File: src/rtl/ropuf_eval_ctrl.sv
// RO-PUF evaluation sequencer: drives chal/enable/reset for VOTES rounds and
// returns a per-bit majority response plus a mask of bits that disagreed.
module ropuf_eval_ctrl #(
  parameter int unsigned WIDTH         = 22,
  parameter int unsigned RST_CYCLES    = 4,
  parameter int unsigned EVAL_CYCLES   = 1024,
  parameter int unsigned SETTLE_CYCLES = 2,
  parameter int unsigned VOTES         = 3
) (
  input  logic             clk,
  input  logic             reset,
  input  logic             req_valid,
  output logic             req_ready,
  input  logic [WIDTH-1:0] req_chal,
  input  logic             abort,
  output logic             rsp_valid,
  input  logic             rsp_ready,
  output logic [WIDTH-1:0] rsp_data,
  output logic [WIDTH-1:0] rsp_unstable,
  output logic             busy,
  output logic [WIDTH-1:0] puf_chal,
  output logic             puf_enable,
  output logic             puf_reset,
  input  logic [WIDTH-1:0] puf_resp
);

  localparam int unsigned RST_W  = (RST_CYCLES > 1) ? $clog2(RST_CYCLES) : 1;
  localparam int unsigned EVAL_W = (EVAL_CYCLES > 1) ? $clog2(EVAL_CYCLES) : 1;
  localparam int unsigned SET_W  = (SETTLE_CYCLES > 1) ? $clog2(SETTLE_CYCLES) : 1;
  localparam int unsigned CNT_A  = (RST_W > EVAL_W) ? RST_W : EVAL_W;
  localparam int unsigned CNT_W  = (CNT_A > SET_W) ? CNT_A : SET_W;
  localparam int unsigned RND_W  = (VOTES > 1) ? $clog2(VOTES) : 1;
  localparam int unsigned ONES_W = $clog2(VOTES + 1);

  typedef enum logic [2:0] {S_IDLE, S_RST, S_EVAL, S_SETTLE, S_DONE} state_t;

  state_t             r_state, w_state_nxt;
  logic [CNT_W-1:0]   r_cnt, w_cnt_nxt;
  logic [RND_W-1:0]   r_round, w_round_nxt;
  logic [ONES_W-1:0]  r_ones [WIDTH];
  logic [ONES_W-1:0]  w_ones_nxt [WIDTH];
  logic [WIDTH-1:0]   r_chal, w_chal_nxt;
  logic               r_enable, w_enable_nxt;
  logic               r_preset, w_preset_nxt;
  logic               r_rsp_valid, w_rsp_valid_nxt;
  logic [WIDTH-1:0]   r_rsp_data, w_rsp_data_nxt;
  logic [WIDTH-1:0]   r_rsp_unst, w_rsp_unst_nxt;
  logic               r_busy;
  logic               w_req_ready;

  assign w_req_ready  = (r_state == S_IDLE) && !abort;
  assign req_ready    = w_req_ready;
  assign rsp_valid    = r_rsp_valid;
  assign rsp_data     = r_rsp_data;
  assign rsp_unstable = r_rsp_unst;
  assign busy         = r_busy;
  assign puf_chal     = r_chal;
  assign puf_enable   = r_enable;
  assign puf_reset    = r_preset;

  // Next-state and next-output logic; pin outputs are registered from these.
  always_comb begin
    w_state_nxt     = r_state;
    w_cnt_nxt       = r_cnt;
    w_round_nxt     = r_round;
    w_ones_nxt      = r_ones;
    w_chal_nxt      = r_chal;
    w_enable_nxt    = 1'b0;
    w_preset_nxt    = 1'b0;
    w_rsp_valid_nxt = 1'b0;
    w_rsp_data_nxt  = r_rsp_data;
    w_rsp_unst_nxt  = r_rsp_unst;
    case (r_state)
      S_IDLE: begin
        if (req_valid && w_req_ready) begin
          w_state_nxt  = S_RST;
          w_cnt_nxt    = CNT_W'(RST_CYCLES - 1);
          w_round_nxt  = '0;
          w_chal_nxt   = req_chal;
          w_preset_nxt = 1'b1;
          for (int i = 0; i < WIDTH; i++) w_ones_nxt[i] = '0;
        end
      end
      S_RST: begin
        if (r_cnt == '0) begin
          w_state_nxt  = S_EVAL;
          w_cnt_nxt    = CNT_W'(EVAL_CYCLES - 1);
          w_enable_nxt = 1'b1;
        end else begin
          w_cnt_nxt    = r_cnt - CNT_W'(1);
          w_preset_nxt = 1'b1;
        end
      end
      S_EVAL: begin
        if (r_cnt == '0) begin
          w_state_nxt = S_SETTLE;
          w_cnt_nxt   = CNT_W'(SETTLE_CYCLES - 1);
        end else begin
          w_cnt_nxt    = r_cnt - CNT_W'(1);
          w_enable_nxt = 1'b1;
        end
      end
      S_SETTLE: begin
        if (r_cnt == '0) begin
          for (int i = 0; i < WIDTH; i++) w_ones_nxt[i] = r_ones[i] + ONES_W'(puf_resp[i]);
          if (r_round == RND_W'(VOTES - 1)) begin
            w_state_nxt = S_DONE;
          end else begin
            w_state_nxt  = S_RST;
            w_round_nxt  = r_round + RND_W'(1);
            w_cnt_nxt    = CNT_W'(RST_CYCLES - 1);
            w_preset_nxt = 1'b1;
          end
        end else begin
          w_cnt_nxt = r_cnt - CNT_W'(1);
        end
      end
      S_DONE: begin
        w_rsp_valid_nxt = 1'b1;
        for (int i = 0; i < WIDTH; i++) begin
          w_rsp_data_nxt[i] = r_ones[i] > ONES_W'(VOTES / 2);
          w_rsp_unst_nxt[i] = (r_ones[i] != '0) && (r_ones[i] != ONES_W'(VOTES));
        end
        if (r_rsp_valid && rsp_ready) begin
          w_state_nxt     = S_IDLE;
          w_rsp_valid_nxt = 1'b0;
          w_chal_nxt      = '0;
        end
      end
      default: w_state_nxt = S_IDLE;
    endcase
    // Abort discards the request from any active state, including DONE.
    if (abort && (r_state != S_IDLE)) begin
      w_state_nxt     = S_IDLE;
      w_enable_nxt    = 1'b0;
      w_preset_nxt    = 1'b0;
      w_rsp_valid_nxt = 1'b0;
      w_chal_nxt      = '0;
      for (int i = 0; i < WIDTH; i++) w_ones_nxt[i] = '0;
    end
  end

  always_ff @(posedge clk or negedge reset) begin
    if (!reset) begin
      r_state     <= S_IDLE;
      r_cnt       <= '0;
      r_round     <= '0;
      r_chal      <= '0;
      r_enable    <= 1'b0;
      r_preset    <= 1'b0;
      r_rsp_valid <= 1'b0;
      r_rsp_data  <= '0;
      r_rsp_unst  <= '0;
      r_busy      <= 1'b0;
      for (int i = 0; i < WIDTH; i++) r_ones[i] <= '0;
    end else begin
      r_state     <= w_state_nxt;
      r_cnt       <= w_cnt_nxt;
      r_round     <= w_round_nxt;
      r_chal      <= w_chal_nxt;
      r_enable    <= w_enable_nxt;
      r_preset    <= w_preset_nxt;
      r_rsp_valid <= w_rsp_valid_nxt;
      r_rsp_data  <= w_rsp_data_nxt;
      r_rsp_unst  <= w_rsp_unst_nxt;
      r_busy      <= (w_state_nxt != S_IDLE);
      for (int i = 0; i < WIDTH; i++) r_ones[i] <= w_ones_nxt[i];
    end
  end

endmodule

File: config.mk
export PLATFORM = sky130hd
export DESIGN_NAME = ropuf_eval_ctrl
export DESIGN_NICKNAME = d
export VERILOG_FILES = /design/src/rtl/ropuf_eval_ctrl.sv
export SDC_FILE = /design/constraint.sdc
export NUM_CORES = 1
export LEC_CHECK = 0
export BUFFER_PORTS_ARGS = -buffer_cell sky130_fd_sc_hd__buf_2
export CAP_MARGIN = 10
export CORE_MARGIN = 3
export CORE_UTILIZATION = 60
export CTS_CLUSTER_SIZE = 20
export DETAILED_ROUTE_END_ITERATION = 8
export HOLD_SLACK_MARGIN = 0.08
export PLACE_DENSITY = 0.89
export SLEW_MARGIN = 5
export SYNTH_ARGS = -nofsm -noshare
export SYNTH_HDL_FRONTEND = slang
export SYNTH_SLANG_ARGS = --single-unit
File: constraint.sdc
create_clock -name clk -period 5.6 [get_ports clk]
set_input_delay 1.12 -clock clk [delete_from_list [all_inputs] [get_ports clk]]
set_output_delay 1.12 -clock clk [all_outputs]
set_load 0.02 [all_outputs]
==> out/qor.yml <==
status: "finished, final reports clean"
critPathMaxFanout: 31
postLayoutCoreUtil: 0.752
place_ws_ns: 2.54
final_nets: 806
holdPathEnd: "rsp_unstable[0]"
reg2reg_to: "r_ones[29]"
tightest_slew_ns: 1.24
cp-start-kind: "flip-flop"
rrSetupSlack_ns: 2.55
cts_tree: "yes"
root_buffer: "clkbuf_8"
synth-edff-count: 0
synthesis.instances: 608
fin_setup_tns_ns: 0
r2r-start: "r_cnt[0]"
placed_cells: 824
power_mw: 3.17
setup_violations: 0
start_util: 0.631
synth_top_area_cell: "dfrtp_1"
cts_resized: 0
synth_seq_area_share: 0.511
syn2layout_area_growth_pct: 19.1
gp_congestion: 0.850
drcViolationCount: 0
cp_slowest_stage_delay_ns: 0.93
ant_nets: 0
ys_types: 51
synth-main-ff-cell: "dfrtp_1"
cts_max_level: 4
fin_skew_ns: 0.00934
die-area_um2: 11800
totalWireLength_mm: 14.9
finalMaxSlewViolations: 0
yosysTopAreaCellShare: 0.511
final_common_cell: "dfrtp_1"
cp_data_arrival_time_ns: 3.41
period_share: 0.544
ctsHoldBuffers: 0
via_count: 5129
dieWidth_um: 109
ys_seq_elements: 129
vias_per_cell: 6.00
fillCellCount: 666
dr.first_iter.drc_count: 395
wl_per_cell_um: 17.4
post_cts_buffers: 0
fin_cells: 855
rows: 36
cts_buffer_depth: 2
firstDrtPassIters: 5
async_flop_share: 1.00
portBuffers: 119
layout.area.seq_um2: 3230
cp_top_family: "simple AND/OR/NAND/NOR gates"
crit_slowest_cell: "nor3_2"
hold_class: "reg2reg"
antenna_found_initial: 0
grt_pass1_vias: 5101
p_leak_nw: 3.82
clk_pin_slew_ns: 0.06
path_buf_inv: 2
final_cell_mix: "129 x dfrtp_1, 118 x buf_2, 90 x nand2_1"
coreArea_um2: 10000
synth_warnings: 0
fin_crit_ns: 3.05
track_usage: 0.265
min_from: "rsp_unstable[0]"
io_pins: 120
synth_fp_nets: 704
p_per_area_nw_per_um2: 421
vdd_drop_max_uv: 230
synth_area_um2: 6310
maxCapViolCount: 0
reg2reg_depth: 7
cts_sinks: 129
fp.dieH_um: 109
multi_input_area_um2: 2730
hpwlAfterDp_mm: 9.85
slew_headroom: 0.171
rsz0062_at_grt: "false"
cts_buffers: 17
critical_path_class: "reg2reg"
min_path_cells: 2
crit_chain: "inv_1 -> ha_1 -> or3b_1 -> nor3_2 -> buf_4 -> and2_1 -> o221ai_1"
hold_viol_final: 0
required_ns: 5.96
layout_setup_ws_ns: 2.55
grt_first_pass_wirelength_mm: 24.3
cp-end-kind: "flip-flop"
diodes: 0
avgSynthCellArea_um2: 10.4
clk_latency_ns: 0.53
drive_above_1_share: 0.220
synthTopCellsByArea: "dfrtp_1 51%, ha_1 9.3%, nand2_1 5.4%"
grt_start_max_net_pins: 89
gr-total-overflow: 0
max_freq_mhz: 328
[how the worst max path moves through the flow]
stage,from,slack [ns],depth (start not counted),end
after floorplan,abort,2.62,1,req_ready
after global placement,abort,2.57,5,r_ones[38]
after detailed placement,abort,2.54,5,r_ones[38]
after CTS,r_cnt[0],2.60,7,r_ones[29]
after global routing,r_cnt[0],2.36,7,r_ones[29]
final,r_cnt[0],2.55,7,r_ones[29]
[report_power, final]
part / internal [mW] / leakage, nW / switching (mW)
Sequential: 1.10 / 1.72 / 0.123
Clock: 0.663 / 0.276 / 0.374
Combinational: 0.310 / 1.82 / 0.599
[flip-flops by register name, indices dropped and copies added, names as in the netlist]
register and count:
rsp_data 22, r_state 3, r_round 2, puf_chal 22, puf_reset 1, rsp_valid 1, r_ones 44, puf_enable 1
busy 1, rsp_unstable 22, r_cnt 10
[cells in the mapped netlist, types with 3 or more instances]
cell,count
ha_1,47
a21oi_1,7
o21ai_0,34
o31a_1,3
a21o_1,10
nand4_1,15
a211oi_1,3
nor4_1,3
nor3_1,6
clkbuf_1,29
a211o_1,4
or3_1,5
o211ai_1,4
inv_1,56
mux2i_1,29
nand2_1,90
nand3_1,3
a22o_1,20
o31ai_1,25
dfrtp_1,129
and2_1,13
nor2_1,4
buf_1,3
a31oi_1,17
o221ai_1,13
buf_2,7
[worst register-to-register path: stages, from the launching register on]
cell	delay [ns]
dfrtp_1	0.38
inv_1	0.13
ha_1	0.18
or3b_1	0.49
nor3_2	0.93
buf_4	0.46
and2_1	0.19
o221ai_1	0.13
[layer usage]
layer,up-vias,GRT usage,routed length [um]
met5,-,0,0
met4,0,0.105,325
met3,33,0.0579,917
met2,202,0.440,7490
met1,2514,0.341,6160
li1,2380,-,-
[per-stage QoR]
step           hold slack [ns]  cell area [um^2]
5_1_grt                  0.501              7520
3_5_place_dp             0.466              6960
3_3_place_gp             0.459              6960
2_1_floorplan            0.441              6310
6_report                 0.474              7520
4_1_cts                  0.478              7510
[final cells by class]
cell class	count	share of cell area
flip-flops and latches	129	0.429
multi-input cells	383	0.363
repair buffers	123	0.0836
clock buffers	25	0.0631
inverters	56	0.0280
well taps	133	0.0221
clock inverters	6	0.0107
[cell families after synthesis]
| group | synth area share |
|---|---|
| and+or+nand+nor | 0.119 |
| AOI/OAI and AO/OA | 0.171 |
| DFF | 0.511 |
| buffers and inverters | 0.0596 |
| adders and majority gates | 0.0931 |
| muxes | 0.0460 |
Note: power is estimated with default switching activity, not from simulation.
